## src/rtl/oam_dma_arbiter_pkg.sv

```systemverilog
// Shared types and constants for the OAM DMA arbiter and its engine.
// The echo fold maps the E000-FDFF echo region back onto C000-DDFF.
package oam_dma_arbiter_pkg;

  typedef enum logic [1:0] {
    IDLE  = 2'd0,
    SETUP = 2'd1,
    XFER  = 2'd2
  } dma_state_e;

  localparam logic [15:0] OAM_BASE     = 16'hFE00;
  localparam int          OAM_LEN      = 160;
  localparam logic [15:0] DMA_REG_ADDR = 16'hFF46;
  localparam logic [7:0]  HI_PAGE      = 8'hFF;
  localparam logic [7:0]  ECHO_FOLD    = 8'h20;
  localparam logic [7:0]  BLOCKED_READ = 8'hFF;

  function automatic logic [7:0] fold_page(input logic [7:0] v);
    return (v >= 8'hE0) ? (v - ECHO_FOLD) : v;
  endfunction

endpackage

```

## src/rtl/oam_dma_engine.sv

```systemverilog
// OAM DMA engine: free-running T-state counter, IDLE/SETUP/XFER sequencer,
// transfer index and the byte carried from the source read to the OAM write.
module oam_dma_engine
  import oam_dma_arbiter_pkg::*;
(
  input  logic       clk,
  input  logic       n_reset,
  input  logic       start,
  input  logic [7:0] start_val,
  input  logic [7:0] mem_di,
  output logic [1:0] phase,
  output dma_state_e state,
  output logic [7:0] index,
  output logic [7:0] dma_byte,
  output logic [7:0] dma_reg,
  output logic [7:0] src_page
);

  logic [1:0] phase_q, phase_d;
  dma_state_e state_q, state_d;
  logic [7:0] index_q, index_d;
  logic [7:0] byte_q, byte_d;
  logic [7:0] dma_reg_q, dma_reg_d;
  logic [7:0] page_q, page_d;

  always_comb begin
    phase_d   = phase_q + 2'd1;
    state_d   = state_q;
    index_d   = index_q;
    byte_d    = byte_q;
    dma_reg_d = dma_reg_q;
    page_d    = page_q;

    if (start) begin
      dma_reg_d = start_val;
      page_d    = fold_page(start_val);
    end

    if (state_q == XFER && phase_q == 2'd1) byte_d = mem_di;

    // All state changes land on the M-cycle boundary, so a restart always
    // lets the running M-cycle (and its OAM write) finish first.
    if (phase_q == 2'd3) begin
      if (start) begin
        state_d = SETUP;
        index_d = 8'd0;
      end else begin
        case (state_q)
          SETUP: begin
            state_d = XFER;
            index_d = 8'd0;
          end
          XFER: begin
            if (index_q == 8'(OAM_LEN - 1)) begin
              state_d = IDLE;
              index_d = 8'd0;
            end else begin
              index_d = index_q + 8'd1;
            end
          end
          default: ;
        endcase
      end
    end
  end

  always_ff @(posedge clk) begin
    if (!n_reset) begin
      phase_q   <= 2'd0;
      state_q   <= IDLE;
      index_q   <= 8'd0;
      byte_q    <= 8'h00;
      dma_reg_q <= 8'h00;
      page_q    <= 8'h00;
    end else begin
      phase_q   <= phase_d;
      state_q   <= state_d;
      index_q   <= index_d;
      byte_q    <= byte_d;
      dma_reg_q <= dma_reg_d;
      page_q    <= page_d;
    end
  end

  assign phase    = phase_q;
  assign state    = state_q;
  assign index    = index_q;
  assign dma_byte = byte_q;
  assign dma_reg  = dma_reg_q;
  assign src_page = page_q;

endmodule

```

## src/rtl/oam_dma_arbiter.sv

```systemverilog
// Bus arbiter between the CPU and the OAM DMA engine: the FFxx page always
// goes to the high port, the rest of the map is owned by DMA during XFER.
module oam_dma_arbiter
  import oam_dma_arbiter_pkg::*;
(
  input  logic        CLK,
  input  logic        nRESET,
  input  logic [15:0] CPU_A,
  input  logic [7:0]  CPU_DO,
  input  logic        CPU_RD,
  input  logic        CPU_WR,
  output logic [7:0]  CPU_DI,
  output logic [15:0] MEM_A,
  output logic [7:0]  MEM_DO,
  output logic        MEM_RD,
  output logic        MEM_WR,
  input  logic [7:0]  MEM_DI,
  output logic [7:0]  HI_A,
  output logic [7:0]  HI_DO,
  output logic        HI_RD,
  output logic        HI_WR,
  input  logic [7:0]  HI_DI,
  output logic [1:0]  PHASE,
  output logic        DMA_ACTIVE,
  output logic [7:0]  DMA_REG
);

  logic [1:0] phase;
  dma_state_e state;
  logic [7:0] index;
  logic [7:0] dma_byte;
  logic [7:0] src_page;
  logic       start;
  logic       hi_sel;
  logic       cpu_acc;
  logic       dma_active;

  assign start      = CPU_WR && (CPU_A == DMA_REG_ADDR) && (phase == 2'd3);
  assign hi_sel     = (CPU_A[15:8] == HI_PAGE);
  assign cpu_acc    = CPU_RD || CPU_WR;
  assign dma_active = (state == XFER);

  oam_dma_engine u_engine (
    .clk       (CLK),
    .n_reset   (nRESET),
    .start     (start),
    .start_val (CPU_DO),
    .mem_di    (MEM_DI),
    .phase     (phase),
    .state     (state),
    .index     (index),
    .dma_byte  (dma_byte),
    .dma_reg   (DMA_REG),
    .src_page  (src_page)
  );

  // Writes win over reads when the CPU raises both, keeping RD/WR exclusive.
  always_comb begin
    HI_A   = 8'h00;
    HI_DO  = 8'h00;
    HI_RD  = 1'b0;
    HI_WR  = 1'b0;
    MEM_A  = 16'h0000;
    MEM_DO = 8'h00;
    MEM_RD = 1'b0;
    MEM_WR = 1'b0;

    if (hi_sel && cpu_acc) begin
      HI_A  = CPU_A[7:0];
      HI_WR = CPU_WR;
      HI_RD = CPU_RD && !CPU_WR;
      HI_DO = CPU_WR ? CPU_DO : 8'h00;
    end

    if (dma_active) begin
      if (!phase[1]) begin
        MEM_A  = {src_page, 8'h00} + {8'h00, index};
        MEM_RD = 1'b1;
      end else begin
        MEM_A  = OAM_BASE + {8'h00, index};
        MEM_DO = dma_byte;
        MEM_WR = 1'b1;
      end
    end else if (!hi_sel && cpu_acc) begin
      MEM_A  = CPU_A;
      MEM_WR = CPU_WR;
      MEM_RD = CPU_RD && !CPU_WR;
      MEM_DO = CPU_WR ? CPU_DO : 8'h00;
    end

    if (hi_sel)          CPU_DI = HI_DI;
    else if (dma_active) CPU_DI = BLOCKED_READ;
    else                 CPU_DI = MEM_DI;
  end

  assign PHASE      = phase;
  assign DMA_ACTIVE = dma_active;

endmodule

```

## config.mk

```make
export PLATFORM = sky130hd
export DESIGN_NAME = oam_dma_arbiter
export DESIGN_NICKNAME = d
export VERILOG_FILES = /design/src/rtl/oam_dma_arbiter_pkg.sv /design/src/rtl/oam_dma_engine.sv /design/src/rtl/oam_dma_arbiter.sv
export SDC_FILE = /design/constraint.sdc
export NUM_CORES = 1
export LEC_CHECK = 0
export ABC_CLOCK_PERIOD_IN_PS = 2730
export BUFFER_PORTS_ARGS = -buffer_cell sky130_fd_sc_hd__buf_2
export CORE_ASPECT_RATIO = 0.9
export CORE_MARGIN = 3
export CORE_UTILIZATION = 40
export CTS_BUF_LIST = sky130_fd_sc_hd__clkbuf_8
export DETAILED_ROUTE_END_ITERATION = 12
export GPL_TIMING_DRIVEN = 0
export PLACE_DENSITY = 0.71
export SLEW_MARGIN = 20
export SYNTH_ARGS = -nofsm -noshare
export SYNTH_HDL_FRONTEND = slang
export SYNTH_SLANG_ARGS = --single-unit
```

## constraint.sdc

```tcl
create_clock -name CLK -period 2.73 [get_ports CLK]
set_input_delay 0.273 -clock CLK [delete_from_list [all_inputs] [get_ports CLK]]
set_output_delay 0.273 -clock CLK [all_outputs]
set_load 0.05 [all_outputs]
```

# After elaboration in Yosys (flattened, before gate mapping)
# Index checks and enable logic that the tools add are counted.
# classes
mux	26
magnitude_cmp	1
n_addsub	5
n_reduce_logical	12
n_eq_ne	8
# op_table
cell	count
8-bit 2-to-1 mux	11
16-bit 2-to-1 mux	3
16-bit by 8-bit adder with 16-bit output	1
16-bit == test, second input constant	1
8-bit == test, second input constant	2
8-bit case mux with 2 select lines	1
10-bit by 9-bit adder with 11-bit output, first input constant	1
8-bit by 1-bit adder with 8-bit output, second input constant	1
8-bit >= comparator, second input constant	1
1-bit 2-to-1 mux	8
8-bit by 6-bit subtractor with 8-bit output, second input constant	1
1-bit logical AND	6
2-bit by 1-bit == test with 1-bit output, second input constant	2
2-bit == test, second input constant	2
2-bit 2-to-1 mux	2
2-bit case mux with 2 select lines	1
3-bit by 1-bit != test with 1-bit output, second input constant	1
3-bit AND reduction	1
3-bit nonzero test	1
2-bit by 1-bit adder with 2-bit output, second input constant	1
1-bit zero test	2
2-bit AND reduction	1
1-bit logical OR	1
# totals
ff_bits	36
input_bits	44
out_inout_bits	63
wordCells	58

# Depth between registers and ports, before layout
# Gate-level depths: netlist of the first run.
# logic_depth
ltp_word	5
ltp_mapped	7
depth_no_buf	6

# Hierarchy
# A second synthesis of the first run with hierarchy kept.
# hier_totals
cells_unflattened	260
hier_area_um2	2089.5
# by_module_without_submodules
mod	n_inst	seq_area_each_um2	area_per_inst_um2	cells_per_inst
oam_dma_engine	1	620.6	1378.8	139
oam_dma_arbiter	1	0.0	710.7	121

# Least setup slack after synthesis of the first run
# OpenSTA, ideal clock, no wires.
# synth_path
kind	register -> output
start	register u_engine.state_q[1], in the netlist u_engine.state[1]
end	output MEM_A[14]
stages_incl_launch_ff	7
slack_ns	0.261
path_buffers	2
required_ns	2.457
arrival_time_ns	2.196
cell_sequence	dfxtp_1 -> nand2b_4 -> inv_1 -> clkbuf_1 -> buf_1 -> a21oi_1 -> nor2_1
# synth_via
elab_chain_len	2
# synth_rtl
item	line	source
start, declared	oam_dma_engine.sv:20	dma_state_e state_q, state_d;
start signal, assigned	oam_dma_engine.sv:77	state_q <= state_d;
2-bit == test	oam_dma_arbiter.sv:41	assign dma_active = (state == XFER);
net DMA_ACTIVE	oam_dma_arbiter.sv:24	output logic DMA_ACTIVE,
16-bit 2-to-1 mux	oam_dma_arbiter.sv:75	if (dma_active) begin
end, declared	oam_dma_arbiter.sv:13	output logic [15:0] MEM_A,
# The timed path passes the listed nets, and every way through them passes these cells.

# Worst setup path after layout of the first run
# layout_path
start	register u_engine.state_q[1], in the netlist u_engine.state[1]
end	output MEM_A[13]
# layout_via
elab_chain_len	2
# layout_rtl
item	line
2-bit == test	oam_dma_arbiter.sv:41
16-bit 2-to-1 mux	oam_dma_arbiter.sv:75
# Every way passes these cells.

==> results of run 1 <==
-- worst max-delay path by stage --
stage          cells after the start        end         startpoint  slack (ps)
2_1_floorplan                      6  MEM_A[14]  u_engine.state[1]         260
5_1_grt                            7  MEM_A[13]  u_engine.state[1]          30
6_report                           7  MEM_A[13]  u_engine.state[1]         230
3_3_place_gp                       7   HI_DO[6]          CPU_A[14]         550
4_1_cts                            7  MEM_A[13]  u_engine.state[1]         230
3_5_place_dp                       7   HI_DO[6]          CPU_A[14]         490
-- power by group --
part	switching (mW)	leakage [nW]	internal, mW
Combinational	0.342	1.01	0.116
Sequential	0.00721	0.250	0.459
Clock	0.169	0.0557	0.226
-- layer usage --
| layer | GRT usage | part of all wire |
|---|---|---|
| met1 | 0.312 | 0.46 |
| met2 | 0.356 | 0.44 |
| met3 | 0.0323 | 0.088 |
| met4 | 0.0867 | 0.014 |
| met5 | 0 | 0 |
-- cell type report --
class | count | area, µm² | area share
well taps | 65 | 81.3 | 0.0290
repair buffers | 105 | 526 | 0.187
plain buffers | 25 | 133 | 0.0473
clock buffers | 7 | 96.3 | 0.0344
clock inverters | 1 | 3.75 | 0.00134
inverters | 7 | 26.3 | 0.00937
flip-flops and latches | 31 | 621 | 0.221
multi-input cells | 230 | 1320 | 0.470
-- worst reg2reg max path, stage by stage, from the launching register on --
cell      delay (ps)
dfxtp_1          400
ha_1             310
nand4b_2         160
nor4_4           340
a211oi_2         160
buf_6            160
or4_1            460
a21oi_1          150
-- layout by cell type (no fill, tap or decap), drive strengths merged, types with 10 or more instances in the layout --
master,instances
a21oi,14
dfxtp,31
nor2,16
clkbuf,23
nand3,16
nand2,68
buf,114
and3,10
a21boi,20
o21ai,21
and2,10
-- cell families after synthesis --
| kind of cell | after synthesis | synth area share |
|---|---|---|
| XOR/XNOR | 1 | 0.00418 |
| AO/OA/AOI/OAI | 75 | 0.238 |
| flip-flops | 31 | 0.296 |
| buffers and inverters | 32 | 0.0758 |
| AND/OR/NAND/NOR | 150 | 0.362 |
| adder cells (fa/ha/maj) | 4 | 0.0239 |
-- stage by stage --
stage	std cells	cell area [µm²]	hold slack [ps]	power [mW]
floorplan	293	2100	420	0.802
global route	471	2800	276	1.37
detailed placement	463	2700	457	0.933
global placement	463	2700	449	0.931
finish	471	2800	253	1.32
CTS	471	2800	250	1.33
==> metrics.txt, run 1 <==
TritonCTS Buffers=5; clock tree buffer depth=2; final worst slack=230 ps; Syn Area/Cell=7.15 µm²; Root Buffer=clkbuf_8; WHS Endpoint=u_engine.dma_byte[3]; initial antenna violation count=0; hold buffers post-CTS=0; Worst Max-Slew Pin Slew=541 ps; pre-CTS setup slack=489 ps; Setup CP Type=flop to output pin; vias=2491; synth unique cells=46; top cell type's share of synthesized area=0.296; first-pass GRT wire length=10800 µm; startpoint types=flop; Clock Latency Late Sink=280 ps; area growth from synthesis to layout=33.7%; endpoints failing setup=0; Initial DRT Pass Iterations=4; Worst-path clk slew=70 ps; Final Max Tran Viols=0; largest net degree at the start of global routing=11; P per Cell Area=471 nW/µm²; RePlAce Congestion=0.811; WP data required=2460 ps; DRT Wirelength=6770 µm; DP HPWL=5310 µm; reg2reg start=u_engine.phase[0]; most frequent CP cell=clkbuf_1; Slew HR=0.638; Initial Util=0.423; Achievable Freq=0.400 GHz; most common cell in the synthesized netlist=nand2_1; Cell Rows=24; n_diodes=0; vias in the first global route=2253; post-synthesis cell count=293; Reg2Reg Depth=7; delay-heaviest family, CP=buffers and inverters; Worst path slowest cell=dfxtp_1; core area=4950 µm²; die height=74.7 µm; post-CTS sizing=0; Remaining Overflow, GRT=0; FF+latch count, synth=31; Total GRT Usage=0.226; most area-consuming cells after synthesis=dfxtp_1, nand2_1, a21boi_0, o21ai_0, nand3_1; top_reg_cell synth=dfxtp_1; end of the worst register-to-register path=u_engine.index[3]; # IOs=107; max-cap viol count=0; status=completed; Hold Startpoint=MEM_DI[3]; Peak VDD IR=0.000319 V; slowest cell delay on critical path=440 ps; final critical-path required period=2500 ps; setup TNS=0 ps; DIE AREA=6150 µm²; final routed DRC violation total=0; register-to-register setup slack=550 ps; Final Net Count=453; CP Data Arrival Time=2230 ps; Yosys warnings=0; Buf+Inv Stages, Crit Path=4; layout cell share with drive strength beyond 1=0.328; Synth top cells by count=nand2_1, dfxtp_1, a21boi_0; RSZ-0062 raised after global routing=no; CP endpoint kind=output pin; leak pwr=1.32 nW; CTS HTree Levels=2; FILL cells=474; Die W=82.3 µm; syn nets=341; cell taking the most area after synthesis=dfxtp_1; Crit Path Max Fanout=10; endpoints failing hold=0; antenna-violating nets left=0; fraction of registers with async set/reset=0; sequential share of the synthesized area=0.296; Mapped Area=2100 µm²; Post-CTS Setup Inserts=0; fin util=0.566; TritonCTS clock tree=done; period utilization=0.916; worst-path cell chain=nand2b_4, inv_1, clkbuf_1, clkbuf_1, a21oi_1, nor2_1, buf_2; number of synthesized flops with an enable pin=0; Initial DRC Count=173; I/O Buffers=105; worst clock skew=3.73 ps; Num Clock Sinks=31; Hold Path Class=input pin to flop; via density per instance=5.29; wire per inst=14.4 µm; hold path cells=3
Power figures use the tool's default switching activity.
==> run 2, diff against run 1 <==
--- a/config.mk
+++ b/config.mk
@@ -8,7 +8,6 @@
 export ABC_CLOCK_PERIOD_IN_PS = 2730
 export BUFFER_PORTS_ARGS = -buffer_cell sky130_fd_sc_hd__buf_2
 export CORE_ASPECT_RATIO = 0.9
-export CORE_MARGIN = 3
 export CORE_UTILIZATION = 40
 export CTS_BUF_LIST = sky130_fd_sc_hd__clkbuf_8
 export DETAILED_ROUTE_END_ITERATION = 12
==> run 2 against run 1 <==
  * Sequential power barely moved
  * First-iteration DRC count decreased by 39%
  * Critical path depth did not move
  * Die area decreased by 10%
  * Fmax up 0.91%
  * Global-route usage increased by 1.1 points
  * Worst setup slack improved by 22 ps
  * Combinational power hardly changed
  * Clock-buffer cell count decreased by 2
  * Total power shrank 5.5%
==> metrics.txt, run 2 (synthesis gave the netlist of run 1 again) <==
layout cell share with drive strength beyond 1=0.324 (-0.00333); WP data required=2460 ps (about the same); leak pwr=1.30 nW (-1.1%); area growth from synthesis to layout=32.4%; P per Cell Area=449 nW/µm² (-4.6%); CP endpoint kind=output pin; DP HPWL=5050 µm (-4.9%); Post-CTS Setup Inserts=0 (unchanged); clock tree buffer depth=2 (unchanged); initial antenna violation count=0 (unchanged); antenna-violating nets left=0 (unchanged); final routed DRC violation total=0 (unchanged); Final Max Tran Viols=0 (unchanged); vias in the first global route=2169 (-3.7%); setup TNS=0 ps (unchanged); Hold Path Class=input pin to flop; TritonCTS clock tree=done; worst hold margin=262 ps (+9.16 ps); Crit Path Max Fanout=10 (unchanged); reg2reg start=u_engine.phase[0]; Initial DRT Pass Iterations=4 (unchanged); Cell Rows=24 (unchanged); hold buffers post-CTS=0 (unchanged); via density per instance=5.29 (about the same); final critical-path required period=2480 ps (-22.4 ps); max-cap viol count=0 (unchanged); end of the worst register-to-register path=u_engine.index[3]; Reg2Reg Depth=7 (unchanged); CTS HTree Levels=2 (unchanged); wire per inst=13.8 µm (-4.1%); DIE AREA=5530 µm² (-10%); placed instance count=463 (unchanged); Die W=78.3 µm (-4.9%); core area=4950 µm² (unchanged); n_diodes=0 (unchanged); Num Clock Sinks=31 (unchanged); first-pass GRT wire length=10400 µm (-3.5%); register-to-register setup slack=540 ps (about the same); RSZ-0062 raised after global routing=no; I/O Buffers=105 (unchanged); status=completed; Initial DRC Count=106 (-39%); most common cell after layout, fill and taps aside=buf_2; Clock Latency Late Sink=280 ps (about the same); die height=70.7 µm (-5.4%); endpoints failing setup=0 (unchanged); WHS Endpoint=u_engine.dma_byte[7]; CP Data Arrival Time=2200 ps (-30 ps); Initial Util=0.423 (unchanged); largest net degree at the start of global routing=11 (unchanged); TritonCTS Buffers=5 (unchanged); Achievable Freq=0.404 GHz (+0.91%); worst clock skew=3.51 ps (-0.222 ps); RePlAce Congestion=0.881 (+8.7%); hold path cells=3 (unchanged); period utilization=0.907 (-0.00822); fin util=0.560 (-0.00556); Final Net Count=453 (unchanged); Total GRT Usage=0.236 (+0.0108); # IOs=107 (unchanged); DRT Wirelength=6470 µm (-4.5%); Setup CP Type=flop to output pin; post-CTS sizing=0 (unchanged); FILL cells=512 (+8.0%); endpoints failing hold=0 (unchanged); startpoint types=flop; Peak VDD IR=0.000258 V (-19%); Hold Startpoint=MEM_DI[7]; commonest non-fill, non-tap cells in the layout=buf_2, nand2_1, dfxtp_1; vias=2482 (-0.36%); Slew HR=0.621 (-0.0167); final std cells w/o fill=469 (-0.42%); overall power=1.25 mW (-5.5%); Worst-path clk slew=60 ps (about the same); Remaining Overflow, GRT=0 (unchanged); Root Buffer=clkbuf_8; Worst Max-Slew Pin Slew=566 ps (+25.0 ps)
-- run 2: final cells by class --
| type | instances | area, µm² | share of cell area |
|---|---|---|---|
| inverter | 7 | 26.3 | 0.00947 |
| clock buffer | 5 | 68.8 | 0.0248 |
| clock inverter | 1 | 3.75 | 0.00135 |
| tap | 65 | 81.3 | 0.0293 |
| multi-input combinational | 230 | 1320 | 0.474 |
| buffer | 25 | 133 | 0.0478 |
| timing repair buffer | 105 | 526 | 0.189 |
| sequential | 31 | 621 | 0.224 |
-- run 2: where the power goes --
part | switching [mW] | leakage (nW) | internal [mW]
clock | 0.158 | 0.0413 | 0.166
combinational | 0.340 | 1.01 | 0.116
sequential | 0.00713 | 0.250 | 0.459
total | 0.505 | 1.30 | 0.741
-- run 2: how the worst max path moves through the flow --
stage | to | cells after the start | startpoint | slack (ps)
2_1_floorplan | MEM_A[14] | 6 | u_engine.state[1] | 260
3_5_place_dp | HI_DO[6] | 7 | CPU_A[14] | 490
6_report | CPU_DI[6] | 7 | u_engine.state[1] | 250
4_1_cts | CPU_DI[6] | 7 | u_engine.state[1] | 250
5_1_grt | CPU_DI[6] | 7 | u_engine.state[1] | 20
3_3_place_gp | HI_DO[6] | 7 | CPU_A[14] | 490
-- run 2: critical path: stages (launching register included) --
cell      delay [ps]
dfxtp_1          430
nand2b_4          80
inv_1             80
clkbuf_1         390
clkbuf_1         440
o21ai_0          150
nand2_1          100
buf_2            250
-- run 2: metal layers --
metal	track usage	vias up	part of all wire
met5	0	-	0
met4	0.0556	0	0.011
met3	0.0581	8	0.075
met2	0.378	105	0.45
met1	0.321	1126	0.47
li1	-	1243	-
-- run 2: per-stage QoR --
stage               setup WS (ps)  area, µm²
floorplan                     261       2100
global placement              486       2700
detailed placement            485       2700
CTS                           254       2780
global route                 18.1       2780
finish                        253       2780
